### src/rtl/elevator_if.sv
// Car-panel bundle for elevator_ctrl: call buttons in, lamps and position indicators out.
// master = the controller, slave = the panel/environment driving the buttons.
interface elevator_if #(
  parameter int FLOORS = 4
);
  localparam int FW = $clog2(FLOORS);

  logic [FLOORS-1:0] call_btn;
  logic [FLOORS-1:0] call_led;
  logic [FLOORS-1:0] floor_onehot;
  logic [FW-1:0]     floor_idx;
  logic              door_open;
  logic              moving;
  logic              dir_up;

  modport master (
    input  call_btn,
    output call_led, floor_onehot, floor_idx, door_open, moving, dir_up
  );

  modport slave (
    output call_btn,
    input  call_led, floor_onehot, floor_idx, door_open, moving, dir_up
  );
endinterface

### src/rtl/elevator_ctrl.sv
// N-floor elevator car controller: call latching, sweep direction choice, timed travel and door.
// Optional ELEVATOR_CTRL_REOPEN_EN: own-floor press while the door is open restarts the dwell.
module elevator_ctrl #(
  parameter int FLOORS    = 4,
  parameter int MOVE_TIME = 5,
  parameter int DOOR_TIME = 2
) (
  input  logic        clk,
  input  logic        rst_n,
  elevator_if.master  bus
);
  localparam int FW = $clog2(FLOORS);
  localparam int MW = (MOVE_TIME > 1) ? $clog2(MOVE_TIME) : 1;
  localparam int DW = (DOOR_TIME > 1) ? $clog2(DOOR_TIME) : 1;
  localparam logic [MW-1:0] MOVE_LAST = MW'(MOVE_TIME - 1);
  localparam logic [DW-1:0] DOOR_LAST = DW'(DOOR_TIME - 1);

  typedef enum logic [1:0] {S_IDLE, S_MOVING, S_DOOR_OPEN} state_t;

  state_t            state_q, state_d;
  logic [FW-1:0]     floor_q, floor_d, step_floor;
  logic [FLOORS-1:0] led_q, led_d, onehot_q;
  logic [MW-1:0]     move_cnt_q, move_cnt_d;
  logic [DW-1:0]     door_cnt_q, door_cnt_d;
  logic              dir_q, dir_d;
  logic              moving_q, door_open_q;
  logic              own_press, reopen, any_above, any_below;

  always_comb begin
    any_above = 1'b0;
    any_below = 1'b0;
    for (int i = 0; i < FLOORS; i++) begin
      if (led_q[i] && (i > int'(floor_q))) any_above = 1'b1;
      if (led_q[i] && (i < int'(floor_q))) any_below = 1'b1;
    end
  end

  // NOTE: every always_comb output gets a default first so no path can infer a latch.
  always_comb begin
    state_d    = state_q;
    floor_d    = floor_q;
    led_d      = led_q | bus.call_btn;
    dir_d      = dir_q;
    move_cnt_d = move_cnt_q;
    door_cnt_d = door_cnt_q;
    own_press  = bus.call_btn[floor_q];
    step_floor = dir_q ? floor_q + FW'(1) : floor_q - FW'(1);
    reopen     = 1'b0;
`ifdef ELEVATOR_CTRL_REOPEN_EN
    reopen     = own_press;
`endif

    unique case (state_q)
      S_IDLE: begin
        // A press at the floor the car stands on is served by the door, never latched.
        led_d[floor_q] = 1'b0;
        if (own_press) begin
          state_d    = S_DOOR_OPEN;
          door_cnt_d = '0;
        end else if (led_q != '0) begin
          state_d    = S_MOVING;
          move_cnt_d = '0;
          dir_d      = any_above && (dir_q || !any_below);
        end
      end

      S_MOVING: begin
        if (move_cnt_q == MOVE_LAST) begin
          floor_d    = step_floor;
          move_cnt_d = '0;
          if (led_q[step_floor] || bus.call_btn[step_floor]) begin
            state_d           = S_DOOR_OPEN;
            door_cnt_d        = '0;
            led_d[step_floor] = 1'b0;
          end
        end else begin
          move_cnt_d = move_cnt_q + MW'(1);
        end
      end

      S_DOOR_OPEN: begin
        led_d[floor_q] = 1'b0;
        // The press cycle counts as dwell cycle 0, so the next cycle is count 1.
        if (reopen && (DOOR_TIME > 1)) begin
          door_cnt_d = DW'(1);
        end else if (door_cnt_q == DOOR_LAST) begin
          state_d = S_IDLE;
        end else begin
          door_cnt_d = door_cnt_q + DW'(1);
        end
      end

      default: state_d = S_IDLE;
    endcase
  end

  // NOTE: sequential state uses non-blocking assignments so all flops update together.
  always_ff @(posedge clk) begin
    if (!rst_n) begin
      state_q     <= S_IDLE;
      floor_q     <= '0;
      onehot_q    <= FLOORS'(1);
      led_q       <= '0;
      dir_q       <= 1'b1;
      move_cnt_q  <= '0;
      door_cnt_q  <= '0;
      moving_q    <= 1'b0;
      door_open_q <= 1'b0;
    end else begin
      state_q     <= state_d;
      floor_q     <= floor_d;
      onehot_q    <= FLOORS'(1) << floor_d;
      led_q       <= led_d;
      dir_q       <= dir_d;
      move_cnt_q  <= move_cnt_d;
      door_cnt_q  <= door_cnt_d;
      moving_q    <= (state_d == S_MOVING);
      door_open_q <= (state_d == S_DOOR_OPEN);
    end
  end

  assign bus.call_led     = led_q;
  assign bus.floor_onehot = onehot_q;
  assign bus.floor_idx    = floor_q;
  assign bus.door_open    = door_open_q;
  assign bus.moving       = moving_q;
  assign bus.dir_up       = dir_q;
endmodule

### src/flat_wrapper.sv
// flat-port wrapper written by rule: the top's interface ports become plain ports
module elevator_ctrl_flat 
#(
  parameter int FLOORS    = 4,
  parameter int MOVE_TIME = 5,
  parameter int DOOR_TIME = 2
)
  (clk, rst_n, bus_call_btn, bus_call_led, bus_floor_onehot, bus_floor_idx, bus_door_open, bus_moving, bus_dir_up);
  elevator_if #(.FLOORS(FLOORS)) bus_i ();
  input  logic clk;
  input  logic rst_n;
  input wire logic [$bits(bus_i.call_btn)-1:0] bus_call_btn;
  output wire logic [$bits(bus_i.call_led)-1:0] bus_call_led;
  output wire logic [$bits(bus_i.floor_onehot)-1:0] bus_floor_onehot;
  output wire logic [$bits(bus_i.floor_idx)-1:0] bus_floor_idx;
  output wire logic [$bits(bus_i.door_open)-1:0] bus_door_open;
  output wire logic [$bits(bus_i.moving)-1:0] bus_moving;
  output wire logic [$bits(bus_i.dir_up)-1:0] bus_dir_up;
  assign bus_i.call_btn = bus_call_btn;
  assign bus_call_led = bus_i.call_led;
  assign bus_floor_onehot = bus_i.floor_onehot;
  assign bus_floor_idx = bus_i.floor_idx;
  assign bus_door_open = bus_i.door_open;
  assign bus_moving = bus_i.moving;
  assign bus_dir_up = bus_i.dir_up;
  elevator_ctrl #(.FLOORS(FLOORS), .MOVE_TIME(MOVE_TIME), .DOOR_TIME(DOOR_TIME)) u_core (.clk(clk), .rst_n(rst_n), .bus(bus_i));
endmodule
### config.mk
export PLATFORM = sky130hd
export DESIGN_NAME = elevator_ctrl_flat
export DESIGN_NICKNAME = d
export VERILOG_FILES = /design/src/rtl/elevator_if.sv /design/src/rtl/elevator_ctrl.sv /design/src/flat_wrapper.sv
export SDC_FILE = /design/constraint.sdc
export NUM_CORES = 1
export LEC_CHECK = 0
export CORE_ASPECT_RATIO = 1.4
export CORE_UTILIZATION = 30
export CTS_CLUSTER_DIAMETER = 30
export DETAILED_ROUTE_END_ITERATION = 16
export PLACE_DENSITY = 0.61
export SYNTH_ARGS = -nofsm -noshare
export SYNTH_HDL_FRONTEND = slang
export SYNTH_SLANG_ARGS = --single-unit
### constraint.sdc
create_clock -name clk -period 3.3 [get_ports clk]
set_input_delay 0.66 -clock clk [delete_from_list [all_inputs] [get_ports clk]]
set_output_delay 0.66 -clock clk [all_outputs]
set_load 0.005 [all_outputs]
# Yosys cells after proc, flatten, opt, wreduce, memory -nomap -nowiden
# Cells that the tools add are included.
# word_totals
output_inout_bits,13
elab_cells,97
reg_bits,19
# classes
magnitude_cmp,10
n_eq_ne,10
n_reduce_logical,20
shift,1
mux,37
n_bitwise,6
add_sub_neg,4
# ops
operator,count
two-way mux 2 bit,8
two-way mux 1 bit,15
logical AND 1 bit,9
two-way mux 3 bit,3
AND 4 bit,2
two-way mux 4 bit,2
"!= test 2 x 1 -> 1 bit, second input constant",4
inverter 4 bit,2
one-hot mux 4 bit (2 select lines),1
binary-select mux 1 bit (select 2 bit),3
"less-than comparator 2 x 3 -> 1 bit, second input constant",2
one-hot mux 2 bit (3 select lines),1
one-hot mux 3 bit (2 select lines),1
AND reduction 3 bit,2
demux 1 bit (select 2 bit),2
"== test 2 x 1 -> 1 bit, second input constant",2
"== test 2 bit, second input constant",2
">= comparator 2 x 1 -> 1 bit, second input constant",2
"greater-than comparator 2 bit, first input constant",2
"less-than comparator 1 x 2 -> 1 bit, first input constant",2
bitwise OR 4 bit,1
AND reduction 4 bit,1
nonzero test 4 bit,1
"<< shifter 1 x 2 -> 4 bit, first input constant",1
16 further kinds,17

# Depth between registers and ports, before layout
# Gate-level depths: netlist of run 1.
# logic_depth
word_depth,11
depth_mapped,7

# Least setup slack after synthesis of run 1
# Ideal clock, no wire load.
# synth_timing
path_type,register -> register
start,"register u_core.floor_q[0], in the netlist u_core.bus.floor_idx[0]"
end,register u_core.door_cnt_q
t_required_ns,3.171
setup_slack_ns,1.318
stages_incl_launch_ff,8
setup_time_ns,0.129
arrival_ns,1.853
path_cell_list,dfxtp_1 buf_4 inv_1 ha_1 xor2_1 mux4_2 o311ai_1 a21boi_0
# synth_via
elab_chain_cells,7
word_cells_on_any_way,13
cone_classes,add/sub (2); eq/ne (2); mux (7); reduce/logical (2)
# synth_lines
element,line,source
from (decl),elevator_ctrl.sv:21,"logic [FW-1:0] floor_q, floor_d, step_floor;"
from (signal assigned),elevator_ctrl.sv:111,floor_q <= floor_d;
subtractor 2 x 1 -> 2 bit / adder 2 x 1 -> 2 bit (equally long branches),elevator_ctrl.sv:47,step_floor = dir_q ? floor_q + FW'(1) : floor_q - FW'(1);
two-way mux 2 bit,elevator_ctrl.sv:47,
binary-select mux 1 bit (select 2 bit),elevator_ctrl.sv:71,if (led_q[step_floor] || bus.call_btn[step_floor]) begin
two-way mux 1 bit (implied by the code),elevator_ctrl.sv:71,
logical OR 1 bit,elevator_ctrl.sv:71,
!= test 2 x 1 -> 1 bit (no source line),-,
AND reduction 4 bit (no source line) *,-,
to (signal assigned),elevator_ctrl.sv:116,door_cnt_q <= door_cnt_d;
to (decl),elevator_ctrl.sv:24,"logic [DW-1:0] door_cnt_q, door_cnt_d;"
# Every way passes the cells marked *; elsewhere a longest branch is shown, timed or not. The select of a mux whose other input is x is not followed.
# A chain may end at the register's enable or synchronous reset.

# Worst setup path after layout of run 1
# Ends and elaborated chain as after synthesis.

==> flow_summary.ini, run 1 <==
[run_status]
status = completed

[synth]
synth_cells = 106
synthAdderAreaFrac_pct = 10.3
synth_xor_area_share_pct = 1.81
synth_seq_cells = 19
avgSynthCellArea_sq_um = 9.12
yosysWarnings = 0
synthSimpleGateAreaFrac_pct = 22.8
muxShareOfSynthArea_pct = 4.66
synth_compound_area_share_pct = 16.0
synth_cell_types = 34
ys_seq_area_share_pct = 39.3
synth-edff-count = 0
syn_nets = 120
syn-cell-area_sq_um = 967
synth_top_family_by_area = simple AND/OR/NAND/NOR gates
postSynth.asyncResetShare_pct = 0
synth_top_flop_cell = dfxtp_1

[floorplan]
fp.dieH_um = 69.2
coreArea_sq_um = 3090
initial_core_util_pct = 31.3
die_w_um = 50.0
dieArea_sq_um = 3460
ioPinCount = 19
row_count = 24

[worst_setup_path]
critPathLaunchType = flip-flop
critPathRequiredTime_ns = 3.44
worstRegToRegCells = 6
reg2reg_slack_ns = 0.91
critPathTopFamily = flip-flops
cp-end-kind = flip-flop
cpMaxStageDelayCell = dfxtp_1
worstPathArrival_ns = 2.52
critical_path_buf_inv_count = 1
path_depth = 6
crit_type = reg2reg
crit_path_max_fanout = 11
crit_path_start = u_core.bus.floor_idx[0]
rr_startpoint = u_core.bus.floor_idx[0]
path_cells = inv_1 -> ha_1 -> xor2_1 -> mux4_2 -> o311ai_1 -> a21boi_0
rr_endpoint = u_core.door_cnt_q
endpoint = u_core.door_cnt_q
slowest_delay_ns = 0.57

[timing]
fin_crit_sh_pct = 72.3
skew_ns = 0.00195
hold_viol = 0
setup_violations = 0
slew_violations = 0
worst_pin_slew_ns = 0.632
rsz0062_at_grt = no
timing.fmax_mhz = 419
slew_headroom_pct = 57.7
whs_ns = 0.490
tns_ns = 0
fin_crit_ns = 2.39

[worst_hold_path]
hold_path.class = reg2reg

[clocking]
cts_resized = 0
cts_made_buffers = 3
cts_buffer_depth = 2
tritoncts = yes
cts.sinks = 19
post_cts_buffers = 0
cts_max_level = 1
cts-root-buf = clkbuf_8
hold_buffers = 0
clk_pin_slew_worst_paths_ns = 0.07
clk_latency_ns = 0.26

[global_routing]
grt_overflow = 0
first_global_vias = 851
grt_pass1_wl_um = 3710
grt_max_degree = 22
grt_usage_pct = 14.0
antenna_found_initial = 0

[pwr]
power_leakage_nw = 0.472
worst_ir_drop_vdd_v = 0.000163
power_density_nw_per_um2 = 396

[placement]
hpwl_um = 1630
numPortBuffers = 18
place_congestion = 0.898

[detailed_routing]
vias_per_cell = 5.02
antenna_left = 0
vias = 823
wl_per_cell_um = 13.0
drc = 0
initialDrtViolationCount = 15
firstDrtPassIters = 4
routed_wl_um = 2140

[layout]
layout_common_cells = dfxtp_1 (19), clkdlybuf4s50_1 (18), nor2_1 (10)
drive_gt1_share_pct = 8.00
n_fill_cell = 315
final_nets = 140
final_common_cell = dfxtp_1
syn2layout_area_growth_pct = 26.9
diodes = 0

[job]
drv_cap = 0
how the worst min path moves through the flow:
| stage | start | depth (start not counted) | end | slack, ns |
|---|---|---|---|---|
| 2_1_floorplan | u_core.move_cnt_q[1] | 2 | u_core.move_cnt_q[1] | 0.45 |
| 3_3_place_gp | u_core.move_cnt_q[0] | 2 | u_core.move_cnt_q[0] | 0.46 |
| 3_5_place_dp | u_core.move_cnt_q[0] | 2 | u_core.move_cnt_q[0] | 0.49 |
| 4_1_cts | u_core.move_cnt_q[0] | 2 | u_core.move_cnt_q[0] | 0.50 |
| 5_1_grt | u_core.move_cnt_q[0] | 2 | u_core.move_cnt_q[0] | 0.51 |
| 6_report | u_core.move_cnt_q[0] | 2 | u_core.move_cnt_q[0] | 0.49 |
cell type report:
cell class | instances | area, sq um | share of cell area [%]
clock inverter | 1 | 5.00 | 0.408
tap | 39 | 48.8 | 3.98
timing repair buffer | 18 | 180 | 14.7
clock buffer | 3 | 41.3 | 3.36
inverter | 9 | 33.8 | 2.75
multi-input combinational | 75 | 538 | 43.8
sequential | 19 | 380 | 31.0
logic make-up after synthesis:
| group | Yosys count |
|---|---|
| simple gates | 40 |
| compound gates | 23 |
| flops | 19 |
| buf+inv | 12 |
| fa+ha+maj | 8 |
| xor+xnor | 2 |
| mux | 2 |
stage by stage:
stage | std cells | cell area (sq um) | worst slack, ns | power, mW | util [%]
after floorplan | 106 | 967 | 1.32 | 0.297 | -
after global placement | 160 | 1180 | 0.965 | 0.326 | 38.2
after detailed placement | 160 | 1180 | 0.945 | 0.328 | 38.2
after CTS | 164 | 1230 | 0.933 | 0.493 | 39.7
after global routing | 164 | 1230 | 0.722 | 0.512 | 39.7
final | 164 | 1230 | 0.914 | 0.486 | 39.7
power by group:
part | total, mW | internal, mW | switching [mW] | leakage (nW)
logic | 0.0659 | 0.0356 | 0.0303 | 0.291
clock network | 0.163 | 0.0841 | 0.0789 | 0.0255
registers | 0.257 | 0.242 | 0.0150 | 0.155
total | 0.486 | 0.362 | 0.124 | 0.472
state kept, by name, summed over array words and instances (netlist names):
name                     cells
u_core.bus.call_led          4
u_core.bus.floor_onehot      4
u_core.move_cnt_q            3
u_core.bus.floor_idx         2
u_core.state_q               2
u_core.bus.dir_up            1
u_core.bus.door_open         1
u_core.bus.moving            1
u_core.door_cnt_q            1
cell usage after synthesis (2+ instances only):
| library cell | n | area share [%] |
|---|---|---|
| dfxtp_1 | 19 | 39 |
| nor2_1 | 10 | 3.9 |
| inv_1 | 9 | 3.5 |
| ha_1 | 8 | 10 |
| nand2_1 | 8 | 3.1 |
| nor3_1 | 5 | 2.6 |
| o21ai_0 | 4 | 2.1 |
| a21oi_1 | 3 | 1.6 |
| and2_1 | 3 | 1.9 |
| nand3_1 | 3 | 1.6 |
| o21a_1 | 3 | 2.3 |
| a21boi_0 | 2 | 1.6 |
| a22oi_1 | 2 | 1.6 |
| and3_1 | 2 | 1.3 |
| clkbuf_1 | 2 | 0.78 |
| mux4_2 | 2 | 4.7 |
| nand4_1 | 2 | 1.3 |
| o211ai_1 | 2 | 1.6 |
| o31ai_1 | 2 | 1.6 |
routing by layer:
| layer | part of all wire (%) | up-vias | routed length (um) | track usage (%) |
|---|---|---|---|---|
| met3 | 2.7 | 6 | 58 | 2.63 |
| met1 | 44 | 391 | 931 | 16.7 |
| li1 | - | 413 | - | - |
| met5 | 0 | - | 0 | 0 |
| met4 | 2.1 | 0 | 44 | 9.84 |
| met2 | 52 | 13 | 1100 | 21.9 |
worst reg2reg max path, delay by kind of cell, from the launching register on:
family | cells | cell delay, ns
fa+ha+maj | 1 | 0.35
buf+inv | 1 | 0.26
xor+xnor | 1 | 0.31
compound gates | 2 | 0.37
flops | 1 | 0.57
mux | 1 | 0.39
Note: power is estimated with default switching activity, not from simulation.
==> inputs of run 2 (changes only) <==
==> constraint.sdc (replaced) <==
create_clock -name clk -period 2.4 [get_ports clk]
set_input_delay 0.48 -clock clk [delete_from_list [all_inputs] [get_ports clk]]
set_output_delay 0.48 -clock clk [all_outputs]
set_load 0.005 [all_outputs]
==> run 2 against run 1 <==
Compared with the run above: non-clock buffer count rose by 3; setup slack lost 0.46 ns; combinational power rose by 38%; sequential share of layout area is 0.56 points lower; critical path type unchanged.
==> flow_summary.ini, run 2 (synthesis gave the netlist of run 1 again) <==
[run_status]
status = completed

[global_routing]
antenna_found_initial = 0
grt_overflow = 0
first_global_vias = 856
grt_pass1_wl_um = 3630
grt_usage_pct = 13.3
grt_max_degree = 22

[floorplan]
dieArea_sq_um = 3460
die_w_um = 50.0
ioPinCount = 19
initial_core_util_pct = 31.3
coreArea_sq_um = 3090
row_count = 24
fp.dieH_um = 69.2

[timing]
skew_ns = 0.00133
hold_viol = 0
timing.fmax_mhz = 514
rsz0062_at_grt = no
fin_crit_sh_pct = 81.0
slew_headroom_pct = 55.3
worst_pin_slew_ns = 0.669
setup_violations = 0
slew_violations = 0
fin_crit_ns = 1.94
tns_ns = 0

[worst_setup_path]
critPathLaunchType = flip-flop
critPathRequiredTime_ns = 2.53
cp-end-kind = flip-flop
crit_type = reg2reg
crit_path_max_fanout = 4
worstPathArrival_ns = 2.07

[detailed_routing]
firstDrtPassIters = 4
wl_per_cell_um = 13.2
antenna_left = 0
vias_per_cell = 5.08
initialDrtViolationCount = 27
drc = 0
vias = 849
routed_wl_um = 2210

[clocking]
cts_resized = 0
cts_made_buffers = 3
clk_pin_slew_worst_paths_ns = 0.07
tritoncts = yes
hold_buffers = 0
post_cts_buffers = 0
clk_latency_ns = 0.25
cts.sinks = 19
cts_buffer_depth = 2
cts_max_level = 1
cts-root-buf = clkbuf_8

[layout]
final_common_cell = dfxtp_1
syn2layout_area_growth_pct = 29.2
final_area_sq_um = 1250
n_fill_cell = 311
diodes = 0
drive_gt1_share_pct = 10.2
final_nets = 143
layout_common_cells = dfxtp_1 (19), clkdlybuf4s50_1 (18), nor2_1 (10)
fin_util_pct = 40.4

[pwr]
worst_ir_drop_vdd_v = 0.000229
power_leakage_nw = 0.487
power_density_nw_per_um2 = 530

[placement]
numPortBuffers = 18
place_congestion = 0.945
hpwl_um = 1660
placed_cell_area_sq_um = 1200

[worst_hold_path]
hold_path.class = reg2reg

[job]
drv_cap = 0
-- run 2: changes by cell type in the layout (fill, tap and decap cells not counted) --
cell   before  now
buf_4       0    3
-- run 2: power by group --
group / switching (mW) / internal, mW / total, mW
Combinational: 0.0421 / 0.0490 / 0.0911
Clock: 0.104 / 0.115 / 0.219
Sequential: 0.0202 / 0.333 / 0.353
-- run 2: worst max-delay path, cell delays in order, from the launching register on --
cell      delay (ns)
dfxtp_1         0.33
inv_1           0.09
ha_1            0.29
xor2_1          0.31
mux4_2          0.40
o311ai_1        0.26
a21boi_0        0.13
-- run 2: worst paths after layout --
kind	from	endpoint	slack (ns)	depth (start not counted)
worst max-delay path	u_core.bus.floor_idx[1]	u_core.door_cnt_q	0.46	6
worst min-delay path	u_core.move_cnt_q[1]	u_core.move_cnt_q[1]	0.49	2
worst max register to register	u_core.bus.floor_idx[1]	u_core.door_cnt_q	0.46	6
worst min register to register	u_core.move_cnt_q[1]	u_core.move_cnt_q[1]	0.49	2
-- run 2: cell type report --
| type | count | area (sq um) | area share, % |
|---|---|---|---|
| repair buffers | 21 | 203 | 16.2 |
| well taps | 39 | 48.8 | 3.90 |
| clock inverters | 1 | 5.00 | 0.400 |
| clock buffers | 3 | 41.3 | 3.30 |
| flip-flops and latches | 19 | 380 | 30.4 |
| inverters | 9 | 33.8 | 2.70 |
| multi-input cells | 75 | 538 | 43.0 |
-- run 2: per-stage QoR --
| step | hold WS [ns] | setup slack (ns) | total power [mW] | cells |
|---|---|---|---|---|
| after global routing | 0.515 | 0.370 | 0.697 | 167 |
| after global placement | 0.463 | 0.269 | 0.448 | 163 |
| after CTS | 0.492 | 0.467 | 0.672 | 167 |
| after detailed placement | 0.482 | 0.213 | 0.451 | 163 |
| after floorplan | 0.452 | 0.418 | 0.408 | 106 |
| final | 0.489 | 0.455 | 0.663 | 167 |
-- run 2: layer usage --
layer	routed length, um	share of wire (%)	up-vias	track usage [%]
met3	53	2.4	6	1.97
met2	1140	52	17	23.1
met1	975	44	410	15.5
met4	36	1.6	0	6.35
li1	-	-	416	-
met5	0	0	-	0
==> inputs of run 3 (changes only) <==
==> constraint.sdc (replaced) <==
create_clock -name clk -period 1.9 [get_ports clk]
set_input_delay 0.38 -clock clk [delete_from_list [all_inputs] [get_ports clk]]
set_output_delay 0.38 -clock clk [all_outputs]
set_load 0.005 [all_outputs]
==> run 3 against run 2 <==
Compared with the run above: critical path type is now in2reg; total power is 29% higher; critical endpoint is now u_core.bus.dir_up; utilization is 3.2 points higher; via count up 4.0%.
==> flow_summary.ini, run 3 (synthesis gave the netlist of run 1 again) <==
[run_status]
status = completed

[floorplan]
row_count = 24
coreArea_sq_um = 3090
fp.dieH_um = 69.2
dieArea_sq_um = 3460
ioPinCount = 19
initial_core_util_pct = 31.3
die_w_um = 50.0

[job]
drv_cap = 0

[placement]
place_congestion = 0.823
numPortBuffers = 18
hpwl_um = 1800
placed_cell_area_sq_um = 1270

[timing]
setup_violations = 0
fin_crit_sh_pct = 94.2
slew_headroom_pct = 60.3
worst_pin_slew_ns = 0.590
skew_ns = 0.00257
slew_violations = 0
hold_viol = 0
fin_crit_ns = 1.79
rsz0062_at_grt = no
timing.fmax_mhz = 559

[global_routing]
grt_usage_pct = 14.6
antenna_found_initial = 0
first_global_vias = 877
grt_max_degree = 18
grt_pass1_wl_um = 3930
grt_overflow = 0

[worst_setup_path]
critPathRequiredTime_ns = 2.02
crit_type = in2reg
worstPathArrival_ns = 1.91
cp-end-kind = flip-flop
rr_startpoint = u_core.bus.floor_idx[1]
critPathLaunchType = input port
crit_path_start = bus_call_btn[3]
crit_path_max_fanout = 4

[detailed_routing]
drc = 0
wl_met1_um = 1020
firstDrtPassIters = 4
top_layer_used = met4
initialDrtViolationCount = 20
routed_wl_um = 2350
antenna_left = 0
wl_met3_um = 59
vias = 883
vias_per_cell = 5.05
wl_per_cell_um = 13.4
wl_met2_um = 1250

[pwr]
power_density_nw_per_um2 = 634
worst_ir_drop_vdd_v = 0.000448
power_leakage_nw = 0.529
p_total_uw = 856

[worst_hold_path]
hp-start = u_core.move_cnt_q[1]
hold_path.class = reg2reg

[clocking]
cts-root-buf = clkbuf_8
clk_latency_ns = 0.25
cts.sinks = 19
hold_buffers = 0
cts_buffer_depth = 2
post_cts_buffers = 0
cts_resized = 0
cts_max_level = 1
clk_pin_slew_worst_paths_ns = 0.07
tritoncts = yes
cts_made_buffers = 3

[layout]
final_area_sq_um = 1350
diodes = 0
syn2layout_area_growth_pct = 39.6
final_common_cell = clkdlybuf4s50_1
drive_gt1_share_pct = 18.4
layout_common_cells = clkdlybuf4s50_1 (18), dfxtp_1 (17), buf_4 (11)
final_nets = 151
## run 3: per-stage QoR
step	hold slack [ns]	util, %	TNS (ns)	cells	worst slack, ns
floorplan	0.452	-	0	106	0.0125
global placement	0.465	41.1	-0.536	171	-0.116
detailed placement	0.494	41.1	-0.736	171	-0.169
CTS	0.503	42.6	0	175	0.0415
global route	0.538	43.6	0	175	0.00698
finish	0.503	43.6	0	175	0.110
## run 3: area by class of cell
class                   instances  area, sq um
inverters                       9         33.8
repair buffers                 29          263
multi-input cells              75          577
clock buffers                   4         45.0
flip-flops and latches         19          383
well taps                      39         48.8
fillers                       308         1740
## run 3: metal layers
| metal | global-route usage [%] | up-vias |
|---|---|---|
| met5 | 0 | - |
| met4 | 2.86 | 0 |
| met3 | 3.29 | 2 |
| met2 | 25.2 | 17 |
| met1 | 18.3 | 424 |
| li1 | - | 440 |
## run 3: worst paths after layout
check | slack (ns) | cells past startpoint | end
max | 0.11 | 5 | u_core.bus.dir_up
min | 0.50 | 2 | u_core.move_cnt_q[1]
min reg2reg | 0.50 | 2 | u_core.move_cnt_q[1]
max reg2reg | 0.13 | 6 | u_core.bus.moving
## run 3: report_power, final
part | internal [mW] | switching [mW]
Clock | 0.149 | 0.126
Sequential | 0.420 | 0.0278
Combinational | 0.0751 | 0.0574
Total | 0.644 | 0.212
## run 3: critical path, cell delays in order
cell and delay [ns]:
clkdlybuf4s50_1 0.41, mux4_2 0.52, nor4_4 0.30, and3_2 0.24, o21ai_1 0.05
